[src/rtl/rx_pkg.sv]
// rx_pkg: shared event codes, SFD chip pattern and buffer depth for the VLC receiver
package rx_pkg;
  typedef enum logic [2:0] {
    RX_EVENT_NONE = 3'd0,
    RX_EVENT_SFD  = 3'd1,
    RX_EVENT_PHR  = 3'd2,
    RX_EVENT_END  = 3'd3,
    RX_EVENT_ERR  = 3'd4
  } rx_event_e;
  localparam logic [7:0] RX_SFD = 8'hA7;
  localparam int RX_BUF_DEPTH = 128;
  // Manchester-encodes a byte LSB first; chip 2i is sent before chip 2i+1, bit 1 -> chips 1,0
  function automatic logic [15:0] manch_enc(input logic [7:0] b);
    logic [15:0] c;
    c = '0;
    for (int i = 0; i < 8; i++) begin
      c[2*i]   = b[i];
      c[2*i+1] = ~b[i];
    end
    return c;
  endfunction
  localparam logic [15:0] RX_SFD_CHIPS = manch_enc(RX_SFD);
endpackage

[src/rtl/rx_chip_dec.sv]
// rx_chip_dec: sample clock divider, slicer and chip phase tracker producing decided chips
module rx_chip_dec
  import rx_pkg::*;
#(
  parameter int WIDTH   = 10,
  parameter int CLK_DIV = 8,
  parameter int SPC     = 4,
  parameter int THRESH  = 512
) (
  input  logic             clk_i,
  input  logic             rst_ni,
  input  logic [WIDTH-1:0] rx_i,
  output logic             smp_clk_o,
  output logic             chip_o,
  output logic             chip_v_o
);
  localparam int DW = $clog2(CLK_DIV);
  localparam int PW = $clog2(SPC);
  logic [DW-1:0] div_q, div_d;
  logic [PW-1:0] phase_q, phase_d;
  logic sclk_q, sclk_d, smp_q, smp_d, smp_v_q, prev_q, prev_d;
  logic chip_q, chip_d, chip_v_q, chip_v_d, div_end;
  // Divider sets the sample clock mid-period and captures the sliced sample on its falling edge;
  // a slicer transition realigns the chip phase and the chip is decided mid-chip
  always_comb begin
    div_end  = div_q == DW'(CLK_DIV - 1);
    div_d    = div_end ? '0 : div_q + 1'b1;
    sclk_d   = div_end ? 1'b0 : (div_q == DW'(CLK_DIV / 2 - 1)) ? 1'b1 : sclk_q;
    smp_d    = div_end ? (rx_i >= WIDTH'(THRESH)) : smp_q;
    phase_d  = !smp_v_q ? phase_q :
               (smp_q != prev_q || phase_q == PW'(SPC - 1)) ? '0 : phase_q + 1'b1;
    prev_d   = smp_v_q ? smp_q : prev_q;
    chip_v_d = smp_v_q && phase_d == PW'(SPC / 2);
    chip_d   = chip_v_d ? smp_q : chip_q;
  end
  // State registers
  always_ff @(posedge clk_i or negedge rst_ni) begin
    if (!rst_ni) begin
      div_q    <= '0;
      sclk_q   <= 1'b0;
      smp_q    <= 1'b0;
      smp_v_q  <= 1'b0;
      prev_q   <= 1'b0;
      phase_q  <= '0;
      chip_q   <= 1'b0;
      chip_v_q <= 1'b0;
    end else begin
      div_q    <= div_d;
      sclk_q   <= sclk_d;
      smp_q    <= smp_d;
      smp_v_q  <= div_end;
      prev_q   <= prev_d;
      phase_q  <= phase_d;
      chip_q   <= chip_d;
      chip_v_q <= chip_v_d;
    end
  end
  assign smp_clk_o = sclk_q;
  assign chip_o    = chip_q;
  assign chip_v_o  = chip_v_q;
endmodule

[src/rtl/vlc_rx.sv]
// vlc_rx: VLC baseband receiver; SFD hunt, Manchester bit pairing, framing FSM and frame buffer
module vlc_rx
  import rx_pkg::*;
#(
  parameter int WIDTH   = 10,
  parameter int CLK_DIV = 8,
  parameter int SPC     = 4,
  parameter int THRESH  = 512
) (
  input  logic             clk,
  input  logic             reset,
  input  logic             i_enable,
  input  logic [WIDTH-1:0] i_rx_in,
  input  logic [6:0]       i_buf_r_addr,
  output logic [7:0]       o_buf_r_byte,
  output logic [2:0]       o_ev,
  output logic             o_ev_sig,
  output logic             o_clk
);
  localparam logic [1:0] ST_HUNT = 2'd0;
  localparam logic [1:0] ST_PHR  = 2'd1;
  localparam logic [1:0] ST_PAY  = 2'd2;
  logic        chip, chip_v, wr_en;
  logic [1:0]  state_q, state_d;
  logic [15:0] sr_q, sr_d, sr_shift;
  logic        half_q, half_d, first_q, first_d, ev_sig_q;
  logic [2:0]  bcnt_q, bcnt_d, pend_q, pend_d, ev_q;
  logic [7:0]  byte_q, byte_d, byte_nxt;
  logic [6:0]  len_q, len_d, addr_q, addr_d;
  logic [7:0]  mem [RX_BUF_DEPTH];
  rx_chip_dec #(
    .WIDTH  (WIDTH),
    .CLK_DIV(CLK_DIV),
    .SPC    (SPC),
    .THRESH (THRESH)
  ) u_chip_dec (
    .clk_i    (clk),
    .rst_ni   (reset),
    .rx_i     (i_rx_in),
    .smp_clk_o(o_clk),
    .chip_o   (chip),
    .chip_v_o (chip_v)
  );
  // Framing FSM: hunt for the SFD chip pattern, then pair chips into bits and bits into bytes
  always_comb begin
    byte_nxt = {first_q, byte_q[7:1]};
    sr_shift = {chip, sr_q[15:1]};
    wr_en    = i_enable && chip_v && state_q != ST_HUNT && half_q && first_q != chip && bcnt_q == 3'd7;
    state_d  = state_q;
    sr_d     = sr_q;
    half_d   = half_q;
    first_d  = first_q;
    bcnt_d   = bcnt_q;
    byte_d   = byte_q;
    len_d    = len_q;
    addr_d   = addr_q;
    pend_d   = RX_EVENT_NONE;
    if (!i_enable) begin
      state_d = ST_HUNT;
      sr_d    = '0;
      half_d  = 1'b0;
      bcnt_d  = '0;
    end else if (chip_v && state_q == ST_HUNT) begin
      sr_d = sr_shift;
      if (sr_shift == RX_SFD_CHIPS) begin
        state_d = ST_PHR;
        sr_d    = '0;
        half_d  = 1'b0;
        bcnt_d  = '0;
        addr_d  = '0;
        pend_d  = RX_EVENT_SFD;
      end
    end else if (chip_v && !half_q) begin
      first_d = chip;
      half_d  = 1'b1;
    end else if (chip_v && first_q == chip) begin
      state_d = ST_HUNT;
      half_d  = 1'b0;
      pend_d  = RX_EVENT_ERR;
    end else if (chip_v) begin
      half_d = 1'b0;
      byte_d = byte_nxt;
      bcnt_d = bcnt_q + 3'd1;
      if (bcnt_q == 3'd7 && state_q == ST_PHR) begin
        len_d   = byte_nxt[6:0];
        addr_d  = 7'd1;
        state_d = byte_nxt[6:0] == 7'd0 ? ST_HUNT : ST_PAY;
        pend_d  = byte_nxt[6:0] == 7'd0 ? RX_EVENT_ERR : RX_EVENT_PHR;
      end else if (bcnt_q == 3'd7) begin
        addr_d  = addr_q + 7'd1;
        state_d = addr_q == len_q ? ST_HUNT : ST_PAY;
        pend_d  = addr_q == len_q ? RX_EVENT_END : RX_EVENT_NONE;
      end
    end
  end
  // State registers; events are held one cycle so the completing byte is already in the buffer
  always_ff @(posedge clk or negedge reset) begin
    if (!reset) begin
      state_q  <= ST_HUNT;
      sr_q     <= '0;
      half_q   <= 1'b0;
      first_q  <= 1'b0;
      bcnt_q   <= '0;
      byte_q   <= '0;
      len_q    <= '0;
      addr_q   <= '0;
      pend_q   <= RX_EVENT_NONE;
      ev_q     <= RX_EVENT_NONE;
      ev_sig_q <= 1'b0;
    end else begin
      state_q  <= state_d;
      sr_q     <= sr_d;
      half_q   <= half_d;
      first_q  <= first_d;
      bcnt_q   <= bcnt_d;
      byte_q   <= byte_d;
      len_q    <= len_d;
      addr_q   <= addr_d;
      pend_q   <= pend_d;
      ev_sig_q <= pend_q != RX_EVENT_NONE;
      if (pend_q != RX_EVENT_NONE) ev_q <= pend_q;
    end
  end
  // Frame buffer write port; contents are not reset
  always_ff @(posedge clk) begin
    if (wr_en) mem[addr_q] <= byte_nxt;
  end
  assign o_buf_r_byte = mem[i_buf_r_addr];
  assign o_ev         = ev_q;
  assign o_ev_sig     = ev_sig_q;
endmodule

[config.mk]
export PLATFORM = sky130hd
export DESIGN_NAME = vlc_rx
export DESIGN_NICKNAME = d
export VERILOG_FILES = /design/src/rtl/rx_pkg.sv /design/src/rtl/rx_chip_dec.sv /design/src/rtl/vlc_rx.sv
export SDC_FILE = /design/constraint.sdc
export NUM_CORES = 1
export LEC_CHECK = 0
export BUFFER_PORTS_ARGS = -buffer_cell sky130_fd_sc_hd__buf_2
export CORE_MARGIN = 1
export CORE_UTILIZATION = 35
export DETAILED_ROUTE_END_ITERATION = 8
export GPL_ROUTABILITY_DRIVEN = 1
export GPL_TIMING_DRIVEN = 0
export SLEW_MARGIN = 40
export SYNTH_ARGS = -nofsm -noshare
export SYNTH_HDL_FRONTEND = slang
export SYNTH_SLANG_ARGS = --single-unit
[constraint.sdc]
create_clock -name clk -period 4.2 [get_ports clk]
set_input_delay 0.21 -clock clk [delete_from_list [all_inputs] [get_ports clk]]
set_output_delay 0.21 -clock clk [all_outputs]
set_load 0.005 [all_outputs]
# ---- Word-level counts from Yosys, hierarchy flattened
# Memory sizes are Yosys's and may differ from the RTL's.
# Index checks and enable logic that the tools add are counted.
dict set report totals {
  memories 1
  word_cells 125
  reg_bits 63
  inputBits 20
  mem_bits_rw 1024
  output_inout_bits 13
}
dict set report classes {
  n_bitwise 3
  n_mux 49
  eq_ne 22
  magnitude_cmp 1
  add_sub_neg 4
  reduce_logical 26
}
# name words word_bits read_ports rd_clocked_by_memory_dff wr line_no
set mem_list {}
lappend mem_list {mem 128 8 1 0 1 vlc_rx.sv:30} ;# logic [7:0] mem [RX_BUF_DEPTH];
# cell count
set ops {}
lappend ops {{2-to-1 mux 7 bit} 7}
lappend ops {{2-to-1 mux 16 bit} 3}
lappend ops {{2-to-1 mux 3 bit} 14}
lappend ops {{2-to-1 mux 2 bit} 14}
lappend ops {{== test 16 x 15 -> 1 bit, second input constant} 1}
lappend ops {{AND reduction 6 bit} 2}
lappend ops {{2-to-1 mux 1 bit} 11}
lappend ops {{>= comparator 10 bit, second input constant} 1}
lappend ops {{logical AND 1 bit} 10}
lappend ops {{!= test 5 x 1 -> 1 bit, second input constant} 2}
lappend ops {{AND reduction 4 bit} 2}
lappend ops {{adder 7 x 1 -> 7 bit, second input constant} 1}
lappend ops {{== test 7 bit} 1}
lappend ops {{zero test 7 bit} 1}
lappend ops {{adder 3 x 1 -> 3 bit, second input constant} 2}
lappend ops {{== test 3 bit, second input constant} 2}
lappend ops {{!= test 3 bit, second input constant} 2}
lappend ops {{nonzero test 2 bit} 3}
lappend ops {{nonzero test 3 bit} 2}
lappend ops {{AND reduction 5 bit} 1}
lappend ops {{== test 2 bit, second input constant} 2}
lappend ops {{!= test 2 x 1 -> 1 bit, second input constant} 2}
lappend ops {{!= test 2 bit, second input constant} 2}
lappend ops {{!= test 4 x 1 -> 1 bit, second input constant} 1}
lappend ops {{other kinds (13)} 16}

# ---- Logic depth before layout (Yosys ltp)
# Gate-level depths: netlist (run 1).
dict set report depth {
  depth_word 9
  ltp_mapped 7
  ltp_nobuf 7
}

# ---- Hierarchy
# A second synthesis (run 1) with hierarchy kept.
dict set report unflattened {
  cells_unflattened 1859
  area_unflattened_um2 42190.5
}
# mod area_each_um2 cells_per_inst instances seq_area_each_um2
set modules_own_cells {}
lappend modules_own_cells {vlc_rx 41753.8 1832 1 32000.7}
lappend modules_own_cells {rx_chip_dec 436.7 27 1 275.3}

# ---- Worst setup path after synthesis (run 1)
# No wires, ideal clock.
dict set report synth_path {
  path_kind {reg2reg}
  from {register first_q}
  to {memory mem[64][0], enable pin}
  arrival_ns 3.647
  synth_period_minus_slack_ns 4.041
  slack_ns 0.159
  n_path_buf 0
  stages_incl_launch_ff 6
  required_ns 3.805
  setup_ns 0.395
  path_cell_list {dfrtp_1 -> xor2_1 -> nand2_1 -> nor2_1 -> nand3_1 -> nor4_1}
}
dict set report synth_between {
  elab_chain_cells 5
}
# element line_no
set synth_rtl {}
lappend synth_rtl {{start, declared} vlc_rx.sv:26} ;# logic half_q, half_d, first_q, first_d, ev_sig_q;
lappend synth_rtl {{start signal, assigned} vlc_rx.sv:114} ;# first_q <= first_d;
lappend synth_rtl {{!= test 1 bit} vlc_rx.sv:48} ;# wr_en = i_enable && chip_v && state_q != ST_HUNT && half_q && first_q != chip && bcnt_q == 3'd7;
lappend synth_rtl {{logical AND 1 bit (2 in a row)} vlc_rx.sv:48}
lappend synth_rtl {{2-to-1 mux 1 bit} vlc_rx.sv:126} ;# if (wr_en) mem[addr_q] <= byte_nxt;
lappend synth_rtl {{2-to-1 mux 1 bit (not written as such)} vlc_rx.sv:126}
lappend synth_rtl {{end, declared} vlc_rx.sv:30}
# Every way passes these cells.

# ---- Final worst setup path (run 1)
dict set report layout_path {
  from {register first_q}
  to {memory mem[39][6], enable pin}
}
# Same word-level chain as after synthesis.

==> impl_metrics.py, run 1 <==
metrics = {
    "global_route": {
        "grt_util_all_layers_pct": 16.7,
        "grt_start_max_net_pins": 62,
        "grt_pass1_wl_um": 146000,
        "grt_pass1_vias": 20225,
        "grt_antenna_before_repair": 3,
        "gr-total-overflow": 0,
    },
    "floorplan": {
        "die_area_mm2": 0.122,
        "start_util_pct": 35.2,
        "core_area_mm2": 0.120,
        "fp-row-count": 127,
        "io_pins": 33,
        "die_w_um": 349,
        "die_h_um": 349,
    },
    "power_and_ir_drop": {
        "peakVddDrop_mv": 0.294,
        "internal_power_mw": 16.8,
        "power_mw": 21.0,
        "p_seq_share_pct": 55.6,
        "p_clk_share_pct": 42.3,
        "p_sw_mw": 4.14,
        "switching_share_pct": 19.8,
        "pwr-share-comb_pct": 2.0,
        "p_per_area_mw_per_mm2": 436,
        "p_leak_nw": 16.9,
    },
    "place": {
        "dp_hpwl_um": 68700,
        "pre_cts_slack_ns": 0.118,
        "placed_cells": 3503,
        "io_buffers": 16,
        "gp_congestion": 0.809,
        "place_area_mm2": 0.0448,
    },
    "timing": {
        "fmax_mhz": 239,
        "hold_viol": 0,
        "fin_tns_setup_ns": 0,
        "rsz0062_at_grt": "true",
        "period_share_pct": 99.6,
        "worstMarginPinSlew_ns": 0.920,
        "min_period_ns": 4.18,
        "maxSlewViolCount": 0,
        "finalSetupViolCount": 0,
        "relSlewSlack_pct": 38.5,
        "worst_slack_ns": 0.0187,
        "skew_ns": 0.0226,
    },
    "outcome": {
        "status": "finished clean",
    },
    "route": {
        "drc": 0,
        "viasPerCell": 5.35,
        "dr.pass1.iters": 7,
        "routedWlPerCell_um": 27.5,
        "dr.first_iter.drc_count": 2125,
        "drt-total-wl_um": 102000,
        "via_count": 19782,
        "antenna_left": 0,
    },
    "clocking": {
        "root_buffer": "clkbuf_16",
        "cts_sinks": 1085,
        "cts_max_level": 3,
        "clk_pin_slew_ns": 0.06,
        "clk_latency_ns": 0.66,
        "cts_tree": "yes",
        "cts_setup_buffers": 0,
        "clock_path_buffers": 3,
        "numCtsBuffers": 104,
    },
    "synthesis": {
        "ys_warn_count": 0,
        "synth.avg_cell_area_um2": 22.8,
        "synth-seq-cells": 1085,
        "syn_inst": 1853,
        "synth_ff_type": "edfxtp_1",
        "synth_edf_count": 1024,
        "async_flop_share_pct": 5.62,
        "yosysSeqAreaShare_pct": 76.5,
        "synth_nets": 1879,
        "synth_cell_type_count": 47,
        "synth.cell_area_mm2": 0.0422,
    },
    "worst_setup_path": {
        "crit_type": "register to register",
        "crit_fanout": 37,
        "critPathRequiredTime_ns": 4.49,
        "worst_setup_path_start_kind": "register",
        "crit_path_end_kind": "register",
        "arrival_ns": 4.47,
    },
    "cells_and_area": {
        "num-fill-cells": 10466,
        "stdcell_count": 3697,
        "stdcell_area_mm2": 0.0481,
        "layout-drive-gt1-share_pct": 31.0,
        "syn_to_final_growth_pct": 14.0,
        "nets": 2026,
    },
    "flow_run": {
        "cap_viol_max_count": 0,
    },
    "hold_path": {
        "min_path_type": "input pin to asynchronous set/reset pin",
    },
}
cell usage in the layout, fill, tap and decap left out, types with 4 or more instances in the layout:
master     netlist  routed
ha_1             6       6
bufinv_16        0       6
nand3_1         18      17
nor4bb_1         4       4
mux2_2          30      30
mux4_2         336     336
buf_4            4       4
buf_2           21      41
o21ai_0          9       9
clkbuf_16        0     107
nor2_1         141     112
or3_1            4       4
o31ai_1          7       7
xnor2_1          5       5
xor2_1           5       5
nand3b_1         5       5
nor2_2           0      29
edfxtp_1      1024    1024
nand4_1          4       4
a21oi_1          4       4
dfrtp_4          0       8
buf_6            3       5
a22o_1          18      18
inv_1            7       7
nand2_1         21      21
dfrtp_1         61      53
clkinv_1         0      27
clkinv_2         0      24
clkbuf_2         0      24
buf_1           12       9
buf_12           0      17
nor2b_1          5       5
clkbuf_1        62      58
Yosys cell counts, types with 2 or more instances:
library cell | number | area [um^2]
edfxtp_1 | 1024 | 30700
mux4_2 | 336 | 7570
nor2_1 | 141 | 529
clkbuf_1 | 62 | 233
dfrtp_1 | 61 | 1530
mux2_2 | 30 | 338
buf_2 | 21 | 105
nand2_1 | 21 | 78.8
a22o_1 | 18 | 158
nand3_1 | 18 | 90.1
buf_1 | 12 | 45.0
o21ai_0 | 9 | 45.0
inv_1 | 7 | 26.3
o31ai_1 | 7 | 52.6
ha_1 | 6 | 75.1
nand3b_1 | 5 | 37.5
nor2b_1 | 5 | 31.3
xnor2_1 | 5 | 43.8
xor2_1 | 5 | 43.8
a21oi_1 | 4 | 20.0
buf_4 | 4 | 30.0
nand4_1 | 4 | 25.0
nor4_1 | 4 | 25.0
nor4bb_1 | 4 | 40.0
or3_1 | 4 | 25.0
a21o_1 | 3 | 22.5
and2_1 | 3 | 18.8
buf_6 | 3 | 33.8
nor3_1 | 3 | 15.0
o21a_1 | 3 | 22.5
and3_1 | 2 | 12.5
and4_1 | 2 | 17.5
nor3b_1 | 2 | 15.0
or3b_2 | 2 | 17.5
routing by layer:
metal / up-vias / share of wire, % / GRT usage, %
met2: 765 / 50 / 28.0
met5: - / 0 / 0
li1: 8144 / - / -
met1: 10759 / 40 / 22.2
met3: 114 / 7.5 / 3.23
met4: 0 / 2.0 / 4.31
kinds of logic after synthesis:
family          synth area share (%)
compound gates                 0.922
simple gates                    2.37
buf+inv                         1.12
fa+ha+maj                      0.178
flops                           76.5
mux                             18.7
xor+xnor                       0.207
power by group through the flow:
stage / logic [mW] / clock network (mW) / registers [mW]
after floorplan: 0.305 / 0 / 11.9
after global placement: 0.422 / 0 / 11.9
after detailed placement: 0.431 / 0 / 11.9
after CTS: 0.433 / 9.02 / 11.7
after global routing: 0.457 / 9.40 / 11.7
final: 0.426 / 8.87 / 11.7
area by class of cell:
class                      count  area (um^2)  share of cell area [%]
inverter                       7         26.3                  0.0546
buffer                       102          479                   0.996
tap                         1612         2020                    4.19
timing repair buffer          41          510                    1.06
multi-input combinational    659         9560                    19.9
clock buffer                 126         2750                    5.71
sequential                  1085        32300                    67.2
clock inverter                63          450                   0.936
antenna                        2         5.00                  0.0104
registers in the layout, indices dropped and copies added, names as in the netlist:
signal                count
u_chip_dec.div_q          3
u_chip_dec.smp_v_q        1
u_chip_dec.phase_q        2
mem                    1024
half_q                    1
sr_q                     15
byte_q                    7
len_q                     7
u_chip_dec.chip_v_o       1
o_ev_sig                  1
bcnt_q                    3
u_chip_dec.smp_q          1
o_ev                      3
u_chip_dec.chip_o         1
pend_q                    3
u_chip_dec.prev_q         1
addr_q                    7
u_chip_dec.smp_clk_o      1
state_q                   2
first_q                   1
per-stage QoR:
| step | utilization (%) | hold slack [ns] |
|---|---|---|
| floorplan | - | -0.0856 |
| finish | 40.2 | 0.0935 |
| global route | 40.1 | 0.122 |
| global placement | 37.0 | 0.415 |
| CTS | 40.1 | 0.168 |
| detailed placement | 37.4 | 0.335 |
critical path: stages (launching register included):
cell      delay (ns)
dfrtp_4         0.58
buf_12          0.24
xor2_1          0.26
nand2_1         0.23
nor2_1          0.40
nand2_1         0.68
clkbuf_2        0.62
nor2_1          0.79
worst paths after layout:
path                                     start                   to  slack [ns]  cells past startpoint
max                                    first_q           mem[39][6]        0.02                      7
min                                      reset              sr_q[2]        0.09                      2
max reg2reg                            first_q           mem[39][6]        0.02                      7
min reg2reg                u_chip_dec.div_q[0]  u_chip_dec.div_q[0]        0.44                      1
max in group asynchronous                reset            byte_q[7]        3.67                      2
min in group clk                    i_rx_in[9]     u_chip_dec.smp_q        0.32                      3
repair_timing:
item                                    in CTS  in global routing
endpoints found under the setup margin       0                128
hold endpoints to repair                    63                  0
gates resized for setup                      0                  3
hold buffers                                 3                  0
Power figures use the tool's default switching activity.
==> run 2, diff against run 1 <==
ABC_AREA = 1   (was not set)
==> run 2 against run 1 <==
  * Sequential power hardly changed
  * Largest cell class unchanged
  * Sequential share of layout area is 3.0 points lower
  * Largest power group unchanged
  * Sequential cell count stayed put
  * Design area is 4.8% higher
  * Critical path type unchanged
==> impl_metrics.py, run 2 <==
metrics = {
    "outcome": {
        "status": "finished clean",
    },
    "timing": {
        "relSlewSlack_pct": 39.0,
        "fin_tns_setup_ns": 0,
        "rsz0062_at_grt": "false",
        "period_share_pct": 93.0,
        "skew_ns": 0.0236,
        "hold_viol": 0,
        "fmax_mhz": 256,
        "min_period_ns": 3.91,
        "worstMarginPinSlew_ns": 0.914,
        "finalSetupViolCount": 0,
        "maxSlewViolCount": 0,
    },
    "synthesis": {
        "synth_nets": 3878,
        "yosys-top-cells-count": "1265 x nand2_1, 1024 x edfxtp_1, 941 x nand3_1, 151 x nor2_1, 140 x clkbuf_1",
        "yosys.cell_count.top_type": "nand2_1",
        "async_flop_share_pct": 5.62,
        "syn_inst": 3852,
        "synth.avg_cell_area_um2": 11.5,
        "synth_edf_count": 1024,
        "synth_top_cell_area_share_pct": 69.6,
        "ys_warn_count": 0,
        "yosysSeqAreaShare_pct": 73.0,
        "synth.cell_area_mm2": 0.0442,
        "synth_ff_type": "edfxtp_1",
        "synth_compound_area_share_pct": 0.744,
        "synth_top_area_cell": "edfxtp_1",
        "synth_fa_ha_area_share_pct": 0.170,
        "yosys.area_share.xor_xnor_pct": 0.178,
        "synth_cell_type_count": 31,
        "synth_mux_area_share_pct": 0,
        "synth-simple-area-share_pct": 23.2,
        "synth_top_family_by_area": "simple AND/OR/NAND/NOR gates",
        "synth-seq-cells": 1085,
        "yosys-top-cells-area": "edfxtp_1 70%, nand2_1 11%, nand3_1 11%",
    },
    "route": {
        "drc": 0,
        "wl_met1_um": 54600,
        "route.met3.wl_um": 13700,
        "drt-total-wl_um": 137000,
        "dr.first_iter.drc_count": 3954,
        "viasPerCell": 5.35,
        "dr.pass1.iters": 6,
        "routedWlPerCell_um": 23.8,
        "via_count": 30774,
        "antenna_left": 0,
        "top_layer": "met5",
        "met2_wirelength_um": 61500,
    },
    "global_route": {
        "grt_util_all_layers_pct": 21.3,
        "grt_pass1_wl_um": 197000,
        "grt_start_max_net_pins": 62,
        "grt_antenna_before_repair": 11,
        "grt_pass1_vias": 29109,
        "gr-total-overflow": 0,
    },
    "clocking": {
        "ctsResizeCount": 0,
        "cts_tree": "yes",
        "cts_hold_buffers": 3,
        "cts_sinks": 1085,
        "cts_setup_buffers": 0,
        "clk_pin_slew_ns": 0.06,
        "numCtsBuffers": 107,
        "cts_max_level": 3,
        "clock_path_buffers": 3,
        "clk_latency_ns": 0.70,
        "root_buffer": "clkbuf_16",
    },
    "floorplan": {
        "die_h_um": 357,
        "die_area_mm2": 0.128,
        "core_area_mm2": 0.125,
        "io_pins": 33,
        "fp-row-count": 130,
        "start_util_pct": 35.3,
        "die_w_um": 357,
    },
    "cells_and_area": {
        "top_register": "mem",
        "num-fill-cells": 11815,
        "fin_util_pct": 40.2,
        "reg_top3": "mem x1024, sr_q x15",
        "stdcell_count": 5748,
        "stdcell_area_mm2": 0.0504,
        "final_common_cell": "nand2_1",
        "layout_common_cells": "1265 x nand2_1, 1024 x edfxtp_1, 941 x nand3_1",
        "nets": 4034,
        "layout-drive-gt1-share_pct": 7.11,
        "syn_to_final_growth_pct": 14.0,
        "largest_register_ffs": 1024,
    },
    "place": {
        "dp_hpwl_um": 95200,
        "gp_congestion": 0.962,
        "placed_cells": 5546,
        "place_area_mm2": 0.0470,
        "io_buffers": 18,
    },
    "worst_setup_path": {
        "arrival_ns": 4.21,
        "critical_path.startpoint": "first_q",
        "crit_type": "register to register",
        "crit_path_end_kind": "register",
        "crit_fanout": 20,
        "worst_setup_path_start_kind": "register",
        "r2r-start": "first_q",
        "critPathRequiredTime_ns": 4.50,
    },
    "power_and_ir_drop": {
        "p_per_area_mw_per_mm2": 442,
        "p_leak_nw": 18.2,
        "power_mw": 22.3,
        "peakVddDrop_mv": 0.321,
    },
    "hold_path": {
        "min_path_type": "input pin to asynchronous set/reset pin",
    },
    "flow_run": {
        "cap_viol_max_count": 0,
    },
}
[run 2: cell count changes after synthesis, moves of 7 or more]
cell	previous run	this run
a22o_1	18	0
buf_1	12	61
buf_2	21	40
clkbuf_1	62	140
inv_1	7	61
mux2_2	30	0
mux4_2	336	0
nand2_1	21	1265
nand3_1	18	941
nor2_1	141	151
o21ai_0	9	38
o22ai_1	1	14
o31ai_1	7	0
[run 2: metrics by stage]
stage          worst slack (ns)  hold WS (ns)
2_1_floorplan             0.776       -0.0856
3_3_place_gp              -1.98         0.418
3_5_place_dp              0.334         0.354
4_1_cts                   0.344         0.150
5_1_grt                   0.292         0.106
6_report                  0.293        0.0529
[run 2: report_power, final]
part | internal (mW) | total (mW) | switching, mW | leakage, nW
Clock | 5.17 | 9.27 | 4.11 | 1.61
Combinational | 0.299 | 1.26 | 0.960 | 5.68
Sequential | 11.7 | 11.7 | 0.0163 | 10.9
Total | 17.2 | 22.3 | 5.08 | 18.2
[run 2: layout make-up]
class	count	area (um^2)	area share, %
well taps	1650	2060	4.10
flip-flops and latches	1085	32300	64.1
clock inverters	65	485	0.963
multi-input cells	2463	10900	21.6
clock buffers	131	2850	5.66
repair buffers	47	609	1.21
inverters	63	236	0.469
diodes	3	7.51	0.0149
plain buffers	241	961	1.91
[run 2: cells by family after synthesis]
logic type / Yosys count
compound gates: 60
flops: 1085
fa+ha+maj: 6
xor+xnor: 9
buf+inv: 304
simple gates: 2388
[run 2: routing by layer]
layer	track usage (%)	vias to the layer above
met5	0	-
met4	11.0	6
met3	4.54	321
met2	32.8	1496
met1	28.3	15111
li1	-	13840
[run 2: critical path, stage by stage (launching register included)]
cell     delay, ns
dfrtp_4       0.62
xnor2_1       0.28
nor3_4        0.25
nand2_2       0.20
nor2_8        0.22
nand2_1       0.50
buf_2         0.59
nor2_2        0.82
[run 2: worst paths after layout]
| check | cells after the start | endpoint | slack, ns |
|---|---|---|---|
| max | 7 | mem[96][6] | 0.29 |
| min | 2 | sr_q[10] | 0.05 |
| max reg2reg | 7 | mem[96][6] | 0.29 |
| min reg2reg | 1 | u_chip_dec.div_q[0] | 0.45 |
| max in group asynchronous | 2 | byte_q[5] | 3.69 |
| min in group clk | 4 | u_chip_dec.smp_q | 0.30 |
